File: config.mk
export PLATFORM = sky130hd
export DESIGN_NAME = uart_link_ctrl
export DESIGN_NICKNAME = d
export VERILOG_FILES = /design/src/rtl/uart_link_ctrl.sv
export SDC_FILE = /design/constraint.sdc
export NUM_CORES = 1
export LEC_CHECK = 0
export ABC_AREA = 1
export BUFFER_PORTS_ARGS = -buffer_cell sky130_fd_sc_hd__buf_2
export CORE_MARGIN = 2
export CORE_UTILIZATION = 55
export CTS_BUF_LIST = sky130_fd_sc_hd__clkbuf_8
export CTS_CLUSTER_SIZE = 12
export DETAILED_ROUTE_END_ITERATION = 10
export PLACE_DENSITY = 0.95
export SYNTH_ARGS = -nofsm -noshare
export SYNTH_HDL_FRONTEND = slang
export SYNTH_SLANG_ARGS = --single-unit
File: constraint.sdc
create_clock -name clk -period 4.3 [get_ports clk]
set_clock_uncertainty 0.1 [all_clocks]
set_input_delay 0.86 -clock clk [delete_from_list [all_inputs] [get_ports clk]]
set_output_delay 0.86 -clock clk [all_outputs]
set_load 0.02 [all_outputs]
File: src/rtl/uart_link_ctrl.sv
// uart_link_ctrl: sits between the UART FIFO ports and the game logic.
// Drains the RX FIFO (keeping the last byte), sends a fixed game-over
// message read from an external combinational ROM on each rising edge of
// game_over, and echoes received bytes once the game has ended. The single
// TX push port is shared between the message sender and the echo path.
module uart_link_ctrl #(
    parameter int MSG_LEN = 11,
    parameter int AW      = 4
) (
    input  logic          clk,
    input  logic          rst,
    input  logic          game_over,
    input  logic          rx_empty,
    input  logic [7:0]    r_data,
    output logic          rd_uart,
    input  logic          tx_full,
    output logic          wr_uart,
    output logic [7:0]    w_data,
    output logic [AW-1:0] msg_addr,
    input  logic [7:0]    msg_data,
    output logic          echo_en,
    output logic [7:0]    last_char,
    output logic          busy
);

    localparam logic [1:0] ST_IDLE = 2'd0;
    localparam logic [1:0] ST_MSG  = 2'd1;
    localparam logic [1:0] ST_ECHO = 2'd2;

    localparam logic [AW-1:0] LAST_ADDR = AW'(MSG_LEN - 1);
    localparam logic [AW-1:0] ADDR_ONE  = AW'(1);

    logic [1:0]    state_q,     state_d;
    logic          echo_en_q,   echo_en_d;
    logic          go_prev_q,   go_prev_d;
    logic          msg_pend_q,  msg_pend_d;
    logic          echo_pend_q, echo_pend_d;
    logic [7:0]    echo_buf_q,  echo_buf_d;
    logic [AW-1:0] msg_addr_q,  msg_addr_d;
    logic [7:0]    last_char_q, last_char_d;
    logic          rise_s;

    assign rise_s    = game_over & ~go_prev_q;
    assign msg_addr  = msg_addr_q;
    assign echo_en   = echo_en_q;
    assign last_char = last_char_q;
    assign busy      = (state_q != ST_IDLE);

    // FIFO strobes and TX data; the RX pop is held off while an echo byte
    // is still waiting, and held low during reset.
    always_comb begin
        rd_uart = rst & ~rx_empty & ~(echo_en_q & echo_pend_q);
        wr_uart = 1'b0;
        w_data  = 8'h00;
        case (state_q)
            ST_MSG: begin
                wr_uart = ~tx_full;
                w_data  = tx_full ? 8'h00 : msg_data;
            end
            ST_ECHO: begin
                wr_uart = ~tx_full;
                w_data  = tx_full ? 8'h00 : echo_buf_q;
            end
            default: begin
                wr_uart = 1'b0;
                w_data  = 8'h00;
            end
        endcase
    end

    // Next-state logic: edge detect, RX capture and the TX arbitration FSM.
    always_comb begin
        state_d     = state_q;
        msg_pend_d  = msg_pend_q;
        echo_pend_d = echo_pend_q;
        echo_buf_d  = echo_buf_q;
        msg_addr_d  = msg_addr_q;
        last_char_d = last_char_q;
        echo_en_d   = echo_en_q | game_over;
        go_prev_d   = game_over;

        // A byte popped on the edge that first sets echo_en is not echoed,
        // so the echo decision looks at the registered echo_en only.
        if (rd_uart) begin
            last_char_d = r_data;
            if (echo_en_q) begin
                echo_buf_d  = r_data;
                echo_pend_d = 1'b1;
            end else begin
                echo_buf_d  = echo_buf_q;
            end
        end else begin
            last_char_d = last_char_q;
        end

        // Edges arriving while a message is pending or in flight are dropped.
        if (rise_s && !msg_pend_q && (state_q != ST_MSG)) begin
            msg_pend_d = 1'b1;
        end else begin
            msg_pend_d = msg_pend_q;
        end

        case (state_q)
            ST_IDLE: begin
                if (msg_pend_q) begin
                    state_d    = ST_MSG;
                    msg_pend_d = 1'b0;
                    msg_addr_d = '0;
                end else if (echo_pend_q) begin
                    state_d = ST_ECHO;
                end else begin
                    state_d = ST_IDLE;
                end
            end
            ST_MSG: begin
                if (wr_uart) begin
                    if (msg_addr_q == LAST_ADDR) begin
                        state_d    = ST_IDLE;
                        msg_addr_d = '0;
                    end else begin
                        msg_addr_d = msg_addr_q + ADDR_ONE;
                    end
                end else begin
                    msg_addr_d = msg_addr_q;
                end
            end
            ST_ECHO: begin
                if (wr_uart) begin
                    echo_pend_d = 1'b0;
                    state_d     = ST_IDLE;
                end else begin
                    state_d = ST_ECHO;
                end
            end
            default: begin
                state_d = ST_IDLE;
            end
        endcase
    end

    // State registers; reset aborts any message in flight.
    always_ff @(posedge clk or negedge rst) begin
        if (!rst) begin
            state_q     <= ST_IDLE;
            echo_en_q   <= 1'b0;
            go_prev_q   <= 1'b0;
            msg_pend_q  <= 1'b0;
            echo_pend_q <= 1'b0;
            echo_buf_q  <= 8'h00;
            msg_addr_q  <= '0;
            last_char_q <= 8'h00;
        end else begin
            state_q     <= state_d;
            echo_en_q   <= echo_en_d;
            go_prev_q   <= go_prev_d;
            msg_pend_q  <= msg_pend_d;
            echo_pend_q <= echo_pend_d;
            echo_buf_q  <= echo_buf_d;
            msg_addr_q  <= msg_addr_d;
            last_char_q <= last_char_d;
        end
    end

endmodule

# Word level (Yosys, flattened, before mapping)

Cells that the tools add are included.

$add $sub $neg: 1
Equal/unequal tests: 7
Multiplexer cells: 21
Bitwise logic cells: 9
Reduce and logical (&&, ||, !) cells: 10

Operators by type and width:

| kind                                                 | number |
|---|---|
| two-way mux 8 bit                                    | 2 |
| one-hot mux 8 bit (2 select lines)                   | 1 |
| two-way mux 4 bit                                    | 3 |
| two-way mux 2 bit                                    | 5 |
| two-way mux 1 bit                                    | 8 |
| one-hot mux 4 bit (2 select lines)                   | 1 |
| != test 2 bit (second input constant)                | 3 |
| one-hot mux 2 bit (3 select lines)                   | 1 |
| adder 4 x 1 -> 4 bit (second input constant)         | 1 |
| AND 1 bit                                            | 4 |
| equality test 4 bit (second input constant)          | 1 |
| inverter 1 bit                                       | 4 |
| AND reduction 2 bit                                  | 2 |
| nonzero test 2 bit                                   | 2 |
| AND reduction 3 bit                                  | 1 |
| equality test 2 x 1 -> 1 bit (second input constant) | 1 |
| equality test 2 bit (second input constant)          | 1 |
| logical AND 1 bit                                    | 2 |
| zero test 2 bit                                      | 1 |
| != test 2 x 1 -> 1 bit (second input constant)       | 1 |
| OR reduction 2 bit                                   | 1 |
| zero test 1 bit                                      | 1 |
| bitwise OR 1 bit                                     | 1 |

Register bits after elaboration: 26
Input bits: 21
Output and inout port bits: 24
Word-level logic and storage cells: 56

# Longest topological paths before layout

Gate-level depths: netlist of run 1.

Word-level depth: 7
Depth in mapped cells: 9
Depth with buffers taken out: 9

# Worst setup path before layout of run 1

No wires, ideal clock.

Path type: input port to output port
From: in tx_full
To: out w_data[1]
Arrival time: 1.569 ns
Data required time: 3.340 ns
Setup slack: 1.771 ns
Stages: 6
Path buffers: 1
Path through: inv_1 -> nand2_1 -> clkinv_1 -> buf_2 -> nand3_1 -> nand2_1

Word-level cells in the longest chain between the ends: 2
Elaborated cells on any way between the ends: 3
Classes of those cells: 3 x mux

Ends and longest elaborated chain:

| item                                        | RTL line | RTL |
|---|---|---|
| start: declaration                          | 16       | `input logic tx_full,` |
| two-way mux 8 bit, on equally long branches | 62, 58   |  |
| one-hot mux 8 bit (2 select lines) (*)      | 55       | `case (state_q)` |
| end: declaration                            | 18       | `output logic [7:0] w_data,` |

Every way passes the cells marked *; elsewhere a longest branch is shown, timed or not.

# Final worst setup path of run 1

From: reg state_q[0]
To: out w_data[0]

Word-level cells in the longest chain between the ends: 2
Elaborated cells on any way between the ends: 3
Classes of those cells: 2 x eq/ne; 1 x mux

Ends and longest elaborated chain:

| item                                                                       | RTL line | RTL |
|---|---|---|
| start: declaration                                                         | 33       | `logic [1:0] state_q, state_d;` |
| start signal: assignment                                                   | 153      | `state_q <= state_d;` |
| equality test 2 bit / equality test 2 x 1 -> 1 bit (equally long branches) | 55       |  |
| one-hot mux 8 bit (2 select lines) (*)                                     | 55       |  |

Marks and branches as above.

==> results.ini, run 1 <==
[sta]
tns_ns=0
fin_crit_ns=2.89
fmaxAchievable_mhz=346
slew_headroom_pct=60.7
setup_viol=0
finalCritPeriodShare_pct=67.3
rsz0062_at_grt=no
fin_ws_ns=1.41
tightest_slew_ns=0.589
hold_viol=0
drv_slew=0

[die]
die_w_um=53.5
die_h_um=53.5
pin_count=45
start_util_pct=59.7
num_rows=17
die_area_um2=2860
core_um2=2250

[clock_network]
ctsHtreeMaxLevel=1
post_cts_buffers=0
ctsResizeCount=0
clock_sinks=26
clk_pin_slew_ns=0.08
cts_hold_buf=0
numCtsBuffers=3
clk_path_buf_depth=2
clockRootBuffer=clkbuf_8
clkLatencyLatePin_ns=0.26
cts_tree=yes

[finish]
syn_to_final_growth_pct=19.5
final_nets=229
antenna_cells=0
drive_above_1_share_pct=31.0
final_util_pct=71.3
fin_cells=228

[drt]
drt-total-wl_um=2540
dr.pass1.iters=4
drtIter0Drc=22
wire_per_inst_um=11.1
drcViolationCount=0
vias_per_cell=5.05
vias=1152
antenna_left=0

[synth]
syn_nets=185
ys_types=23
synth_top_area_share_pct=48.4
synth_seq_cells=26
yosysSeqAreaShare_pct=48.4
netlist_top_cells_area=dfrtp_1 (48%), nand2_1 (11%), nand3_1 (7.8%), inv_1 (6.1%), ha_1 (5.6%)
syn_inst=158
synth_warnings=0
avgSynthCellArea_um2=8.51
synth_area_um2=1350
synth_area_leader_cell=dfrtp_1

[placed_design]
gp_congestion=0.759
dpl.cell_count=225
numPortBuffers=44
pre_cts_ws_ns=1.44
dpl.hpwl_um=1960

[setup_path]
required_ns=3.34
rr_startpoint=state_q[0]
crit_family=buffers and inverters
crit_fanout=18
worstSetupStartpointType=flop
rr_worst_depth=7
r2r-end=echo_pend_q
critPathSlowestCell=dfrtp_1
cpPeakStageDelay_ns=0.40
crit_path_frequent_cell=nand2_1
crit_buf_inv=3
path_cells=inv_1 -> ha_1 -> nand2_1 -> clkinv_1 -> nand3_1 -> nand2_1 -> buf_2
critPathArrivalTime_ns=1.93
path_depth=7
crit_path_end_kind=primary output
crit_type=reg -> out
rrSetupSlack_ns=2.61

[flow_run]
max_cap_violations=0

[grt]
grtUsageMet3_pct=4.52
grt_busiest_layer=met2
grt_max_degree=28
grt_pass1_wl_um=4220
gr-usage-met2_pct=34.6
overflow=0
track_usage_pct=20.6
grt_pass1_vias=1002
antenna_found_initial=0
grtUsageMet1_pct=27.1

[power_and_ir_drop]
leakage_nw=0.943
power.density_nw_per_um2=639
ir_drop_mv=0.491
p_total_mw=1.03

[status]
status=completed

[hold_path]
min_delay_path_depth=2
hold_path_class=reg -> reg
worstHoldStart=echo_buf_q[5]
holdPathEnd=echo_buf_q[5]

## flip-flops by register name (all words and copies together) (netlist names)
signal,count
echo_buf_q,8
last_char,8
msg_addr,4
state_q,2
echo_en,1
echo_pend_q,1
go_prev_q,1
msg_pend_q,1
## tightest hold or removal path, stage by stage, from the launching register on
cell and delay (ns):
dfrtp_1 0.35, nand2_1 0.06, o21ai_2 0.05
## cell families (layout without fill, tap and decap cells)
family	count (synthesis)	after routing	share of synthesized area, %
AOI/OAI and AO/OA	23	23	10.9
xor gates and xnor gates	1	1	0.651
adders and majority gates	6	6	5.58
buffers and inverters	29	71	9.21
DFF	26	26	48.4
and+or+nand+nor	73	73	25.3
## through the flow
step | instance area [µm²] | hold slack, ns
6_report | 1610 | 0.388
5_1_grt | 1610 | 0.411
4_1_cts | 1610 | 0.391
3_5_place_dp | 1570 | 0.371
3_3_place_gp | 1570 | 0.368
2_1_floorplan | 1350 | 0.356
## power breakdown
group          leakage, nW  switching [mW]  internal [mW]
Combinational        0.597           0.326          0.164
Sequential           0.324          0.0642          0.343
Clock               0.0216          0.0689         0.0626
Total                0.943           0.459          0.569
## Yosys cell counts
master / count
nand3_1: 21
nand3b_1: 1
ha_1: 6
o22ai_1: 1
o21ai_1: 2
inv_1: 22
o21ai_2: 8
nor2_4: 1
inv_2: 1
xor2_1: 1
nor2_1: 3
clkinv_1: 1
nand2_2: 3
buf_4: 1
nand3b_4: 1
nand2_1: 41
o21ai_0: 11
a21oi_1: 1
buf_6: 1
nand4_1: 1
or2_2: 1
buf_2: 3
dfrtp_1: 26
## cell usage in the layout, fill, tap and decap left out, types with 2 or more instances in the layout
master and instances:
o21ai_2 8, nand2_1 41, nor2_1 3, nand3_1 21
clkbuf_8 3, buf_2 44, inv_1 22, ha_1 6
o21ai_0 11, o21ai_1 2, nand2_2 3, dfrtp_1 26
## worst max-delay path by stage
stage | slack, ns | end | startpoint
final | 1.41 | w_data[0] | state_q[0]
after CTS | 1.40 | w_data[0] | state_q[0]
after floorplan | 1.77 | w_data[1] | tx_full
after global placement | 1.46 | rd_uart | rst
after detailed placement | 1.44 | rd_uart | rst
after global routing | 1.28 | w_data[0] | state_q[0]
## area by class of cell
| type | count | area [µm²] |
|---|---|---|
| Clock buffer | 3 | 41.3 |
| Fill cell | 189 | 647 |
| Inverter | 24 | 90.1 |
| Multi-Input combinational cell | 103 | 571 |
| Sequential cell | 26 | 651 |
| Tap cell | 28 | 35.0 |
| Timing Repair Buffer | 44 | 220 |
## routing by layer
layer  share of wire (%)  vias to the layer above
met5                   0                        -
met1                  47                      519
met4                0.63                        0
li1                    -                      585
met2                  46                       46
met3                 6.9                        2
(Power assumes the default switching activity.)
==> run 2, diff against run 1 <==
--- a/config.mk
+++ b/config.mk
@@ -8,11 +8,11 @@
 export ABC_AREA = 1
 export BUFFER_PORTS_ARGS = -buffer_cell sky130_fd_sc_hd__buf_2
 export CORE_MARGIN = 2
-export CORE_UTILIZATION = 55
+export CORE_UTILIZATION = 47
 export CTS_BUF_LIST = sky130_fd_sc_hd__clkbuf_8
 export CTS_CLUSTER_SIZE = 12
 export DETAILED_ROUTE_END_ITERATION = 10
-export PLACE_DENSITY = 0.95
+export PLACE_DENSITY = 0.87
 export SYNTH_ARGS = -nofsm -noshare
 export SYNTH_HDL_FRONTEND = slang
 export SYNTH_SLANG_ARGS = --single-unit
==> constraint.sdc (replaced) <==
create_clock -name clk -period 2.5 [get_ports clk]
set_clock_uncertainty 0.1 [all_clocks]
set_input_delay 0.5 -clock clk [delete_from_list [all_inputs] [get_ports clk]]
set_output_delay 0.5 -clock clk [all_outputs]
set_load 0.02 [all_outputs]
==> run 2 against run 1 <==
- core utilization decreased by 12 points
- largest cell class unchanged
- non-clock buffer count increased by 1
- final area increased by 0.78%
- clock power increased by 70%
- wire length increased by 0.32%
- die area increased by 16%
==> results.ini, run 2 (synthesized netlist as in run 1, its figures left out) <==
[drt]
wl_met1_um=1140  ; was 1190 µm
dr.pass1.iters=4  ; unchanged
antenna_left=0  ; unchanged
wire_per_inst_um=11.0  ; was 11.1 µm
drt-total-wl_um=2550  ; was 2540 µm
wl_met3_um=139  ; was 174 µm
vias=1119  ; was 1152
vias_per_cell=4.82  ; was 5.05
top_layer=met4  ; unchanged
drcViolationCount=0  ; unchanged
wl_met2_um=1260  ; was 1160 µm
drtIter0Drc=14  ; was 22

[die]
start_util_pct=49.2  ; was 59.7%
num_rows=19  ; was 17
die_w_um=57.5  ; was 53.5 µm
pin_count=45  ; unchanged
die_h_um=57.5  ; was 53.5 µm
die_area_um2=3310  ; was 2860 µm²
core_um2=2730  ; was 2250 µm²

[clock_network]
cts_tree=yes  ; unchanged
clock_sinks=26  ; unchanged
clkLatencyLatePin_ns=0.26  ; about the same
numCtsBuffers=3  ; unchanged
ctsResizeCount=1  ; was 0
cts_hold_buf=0  ; unchanged
clockRootBuffer=clkbuf_8  ; unchanged
clk_path_buf_depth=2  ; unchanged
ctsHtreeMaxLevel=1  ; unchanged
post_cts_buffers=0  ; unchanged
clk_pin_slew_ns=0.08  ; about the same

[finish]
syn_to_final_growth_pct=20.5  ; was 19.5%
antenna_cells=0  ; unchanged
layout_commonest_cell=buf_2  ; unchanged
final_util_pct=59.3  ; was 71.3%
mostFrequentLayoutCells=buf_2 (44), nand2_1 (41), dfrtp_1 (26), inv_1 (22), nand3_1 (21)  ; unchanged
nFillCells=240  ; was 189
drive_above_1_share_pct=31.8  ; was 31.0%
final_nets=230  ; was 229
seqCellArea_um2=651  ; unchanged
final_cell_area_um2=1620  ; was 1610 µm²
multiInputGateArea_um2=571  ; unchanged

[power_and_ir_drop]
p_sw_uw=788  ; was 459 µW
p_int_uw=981  ; was 569 µW
p_total_mw=1.77  ; was 1.03 mW
power.density_nw_per_um2=1090  ; was 639 nW/µm²
seqPwrFrac_pct=39.1  ; was 39.6%
leakage_nw=0.951  ; was 0.943 nW
ir_drop_mv=0.691  ; was 0.491 mV
clkPwrFrac_pct=12.7  ; was 12.8%
p_sw_share_pct=44.5  ; was 44.7%
p_comb_share_pct=48.2  ; was 47.6%

[grt]
grt_pass1_vias=1073  ; was 1002
track_usage_pct=16.5  ; was 20.6%
grt_max_degree=27  ; was 28
overflow=0  ; unchanged
grt_pass1_wl_um=4260  ; was 4220 µm
antenna_found_initial=0  ; unchanged

[placed_design]
pre_cts_ws_ns=0.251  ; was 1.44 ns
numPortBuffers=44  ; unchanged
gp_congestion=0.773  ; was 0.759
dpl.hpwl_um=1950  ; was 1960 µm
dpl-instance-area_um2=1580  ; was 1570 µm²

[setup_path]
path_cells=inv_1 -> ha_1 -> nand2_1 -> clkinv_2 -> nand3_1 -> nand2_1 -> buf_2  ; was inv_1 -> ha_1 -> nand2_1 -> clkinv_1 -> nand3_1 -> nand2_1 -> buf_2
worstSetupStartpointType=flop  ; unchanged
crit_buf_inv=3  ; unchanged
required_ns=1.90  ; was 3.34 ns
crit_family=buffers and inverters  ; unchanged
crit_type=reg -> out  ; unchanged
crit_path_end_kind=primary output  ; unchanged
crit_path_frequent_cell=nand2_1  ; unchanged
critPathSlowestCell=dfrtp_1  ; unchanged
critPathArrivalTime_ns=1.73  ; was 1.93 ns
cpPeakStageDelay_ns=0.40  ; about the same
crit_fanout=18  ; unchanged

[sta]
setup_viol=0  ; unchanged
fmaxAchievable_mhz=428
finalCritPeriodShare_pct=93.4
tns_ns=0  ; unchanged
tightest_slew_ns=0.374  ; was 0.589 ns
fin_crit_ns=2.33
rsz0062_at_grt=no  ; unchanged
fin_ws_ns=0.165  ; was 1.41 ns
slew_headroom_pct=75.1  ; was 60.7%
hold_viol=0  ; unchanged
drv_slew=0  ; unchanged

[status]
status=completed  ; unchanged

[flow_run]
max_cap_violations=0  ; unchanged

[hold_path]
hold_path_class=in -> async  ; was reg -> reg

run 2: metal layers:
metal,track usage (%),vias to the layer above
met4,4.65,0
met2,29.9,28
met3,4.08,2
li1,-,585
met1,19.3,504
met5,0,-
run 2: cell type report:
cell class / count / share of cell area [%]
flip-flops and latches: 26 / 40.2
inverters: 24 / 5.64
clock buffers: 3 / 2.55
multi-input cells: 103 / 35.2
well taps: 31 / 2.39
repair buffers: 45 / 14.1
run 2: final timing paths:
kind,from,endpoint,slack [ns],depth (start not counted)
max,state_q[0],w_data[1],0.17,7
min,rst,msg_addr[3],0.17,2
max reg2reg,state_q[1],msg_addr[1],0.88,8
min reg2reg,last_char[3],last_char[3],0.39,2
max in group asynchronous,rst,msg_addr[1],1.89,2
min in group clk,game_over,go_prev_q,0.26,1
run 2: worst reg2reg max path: stages, from the launching register on:
cell and delay (ns):
dfrtp_1 0.38, inv_1 0.12, ha_1 0.40, nand2_1 0.12, nand2_2 0.10, nand2_2 0.09, inv_1 0.07, nand2_1 0.06
o21ai_1 0.12
run 2: power by group through the flow:
stage	registers, mW	logic (mW)	clock network, mW
after floorplan	0.775	0.539	0
after global placement	0.694	0.835	0
after detailed placement	0.697	0.856	0
after CTS	0.691	0.863	0.229
after global routing	0.709	0.948	0.249
final	0.691	0.852	0.225
run 2: metrics by stage:
stage / hold WS, ns / instances
global route: 0.211 / 232
finish: 0.172 / 232
floorplan: 0.104 / 158
CTS: 0.186 / 232
global placement: 0.363 / 229
detailed placement: 0.368 / 229
==> run 3, diff against run 2 <==
--- a/config.mk
+++ b/config.mk
@@ -13,6 +13,7 @@
 export CTS_CLUSTER_SIZE = 12
 export DETAILED_ROUTE_END_ITERATION = 10
 export PLACE_DENSITY = 0.87
+export RECOVER_POWER = 100
 export SYNTH_ARGS = -nofsm -noshare
 export SYNTH_HDL_FRONTEND = slang
 export SYNTH_SLANG_ARGS = --single-unit
==> run 3 against run 2 <==
- worst setup slack better by 0.0080 ns
- critical path depth stayed put
- clock power hardly changed
- sequential share of layout area is 1.8 points higher
- highest routed layer unchanged
- maximum frequency is 0.34% higher
- register-to-register slack worse by 0.21 ns
- combinational power is 8.8% lower
- power is 4.3% lower
- sequential cell count stayed put
- non-clock buffer count stayed put
- via count is 0.27% higher
==> results.ini, run 3 (synthesized netlist as in run 1, its figures left out) <==
[sta]
finalCritPeriodShare_pct=93.1  ; was 93.4%
rsz0062_at_grt=no  ; unchanged
slew_headroom_pct=11.4  ; was 75.1%
tns_ns=0  ; unchanged
hold_viol=0  ; unchanged
setup_viol=0  ; unchanged
fin_crit_ns=2.33  ; about the same
tightest_slew_ns=1.33  ; was 0.374 ns
fmaxAchievable_mhz=430  ; was 428 MHz
drv_slew=0  ; unchanged

[die]
core_um2=2730  ; unchanged
die_w_um=57.5  ; unchanged
die_area_um2=3310  ; unchanged
num_rows=19  ; unchanged
die_h_um=57.5  ; unchanged
pin_count=45  ; unchanged
start_util_pct=49.2  ; unchanged

[placed_design]
numPortBuffers=44  ; unchanged
dpl.cell_count=229  ; unchanged
gp_congestion=0.773  ; unchanged
dpl.hpwl_um=1950  ; unchanged

[finish]
syn_to_final_growth_pct=15.3  ; was 20.5%
fin_cells=232  ; unchanged
final_nets=230  ; unchanged
drive_above_1_share_pct=16.9  ; was 31.8%
antenna_cells=0  ; unchanged
layout_commonest_cell=nand2_1  ; was buf_2
final_util_pct=56.7  ; was 59.3%
mostFrequentLayoutCells=nand2_1 (43), dfrtp_1 (26), inv_1 (23), nand3_1 (21)  ; was buf_2 (44), nand2_1 (41), dfrtp_1 (26), inv_1 (22), nand3_1 (21)

[clock_network]
clk_path_buf_depth=2  ; unchanged
cts_hold_buf=0  ; unchanged
clock_sinks=26  ; unchanged
clockRootBuffer=clkbuf_8  ; unchanged
cts_tree=yes  ; unchanged
clk_pin_slew_ns=0.08  ; about the same
ctsHtreeMaxLevel=1  ; unchanged
numCtsBuffers=3  ; unchanged
clkLatencyLatePin_ns=0.26  ; about the same

[setup_path]
crit_path_frequent_cell=nand2_1  ; unchanged
critPathSlowestCell=dfrtp_1  ; unchanged
rrSetupSlack_ns=0.67  ; was 0.88 ns
crit_path_end_kind=primary output  ; unchanged
crit_family=buffers and inverters  ; unchanged
crit_fanout=18  ; unchanged
crit_buf_inv=3  ; unchanged
required_ns=1.90  ; about the same
worstSetupStartpointType=flop  ; unchanged
critPathArrivalTime_ns=1.73  ; about the same
crit_type=reg -> out  ; unchanged
path_cells=inv_1 -> ha_1 -> nand2_1 -> clkinv_2 -> nand3_1 -> nand2_1 -> clkbuf_2  ; was inv_1 -> ha_1 -> nand2_1 -> clkinv_2 -> nand3_1 -> nand2_1 -> buf_2
cpPeakStageDelay_ns=0.40  ; about the same

[grt]
grtUsageMet1_pct=19.3  ; unchanged
grt_max_degree=27  ; unchanged
grt_busiest_layer=met2  ; unchanged
gr-usage-met2_pct=29.9  ; unchanged
grt_pass1_vias=1073  ; unchanged
grt_pass1_wl_um=4260  ; unchanged
grtUsageMet3_pct=4.08  ; unchanged
antenna_found_initial=0  ; unchanged
track_usage_pct=16.5  ; unchanged
overflow=0  ; unchanged

[drt]
drt-total-wl_um=2540  ; was 2550 µm
dr.pass1.iters=4  ; unchanged
vias_per_cell=4.84  ; was 4.82
wire_per_inst_um=10.9  ; was 11.0 µm
drtIter0Drc=12  ; was 14
antenna_left=0  ; unchanged
vias=1122  ; was 1119
drcViolationCount=0  ; unchanged

[power_and_ir_drop]
leakage_nw=0.856  ; was 0.951 nW
power.density_nw_per_um2=1090  ; about the same
p_total_mw=1.69  ; was 1.77 mW
ir_drop_mv=0.670  ; was 0.691 mV

[hold_path]
hold_path_class=in -> reg  ; was in -> async

[status]
status=completed  ; unchanged

[flow_run]
max_cap_violations=0  ; unchanged

-- run 3: metrics by stage --
step,hold slack (ns),instance area (µm²),setup slack (ns)
2_1_floorplan,0.104,1350,0.497
3_3_place_gp,0.363,1580,0.362
3_5_place_dp,0.368,1580,0.251
4_1_cts,0.186,1620,0.170
5_1_grt,0.263,1550,0.0582
6_report,0.275,1550,0.173
-- run 3: final cells by class --
cell class,count,area (µm²)
inverters,24,91.3
well taps,31,38.8
fillers,260,1180
multi-input cells,103,527
repair buffers,45,201
clock buffers,3,41.3
flip-flops and latches,26,651
-- run 3: path summary, 6_finish.rpt --
path	start	endpoint	depth (start not counted)
max in group asynchronous	rst	echo_buf_q[2]	2
min reg2reg	last_char[3]	last_char[3]	2
min	game_over	go_prev_q	1
min in group asynchronous	rst	msg_addr[3]	2
max	state_q[0]	w_data[1]	7
max reg2reg	echo_en	echo_buf_q[2]	6
-- run 3: per-layer routing --
metal / routed length, µm / up-vias
met5: 0 / -
met4: 7 / 0
met3: 131 / 2
met2: 1250 / 28
met1: 1150 / 507
li1: - / 585
-- run 3: timing repair --
item | CTS | global route
resized for setup | 1 | 0
setup endpoints to repair | 8 | 0
buffers inserted | 0 | 0
-- run 3: power breakdown --
part	switching, mW	total, mW	internal (mW)	leakage (nW)
registers	0.103	0.693	0.589	0.324
logic	0.545	0.777	0.232	0.510
clock network	0.115	0.223	0.107	0.0216
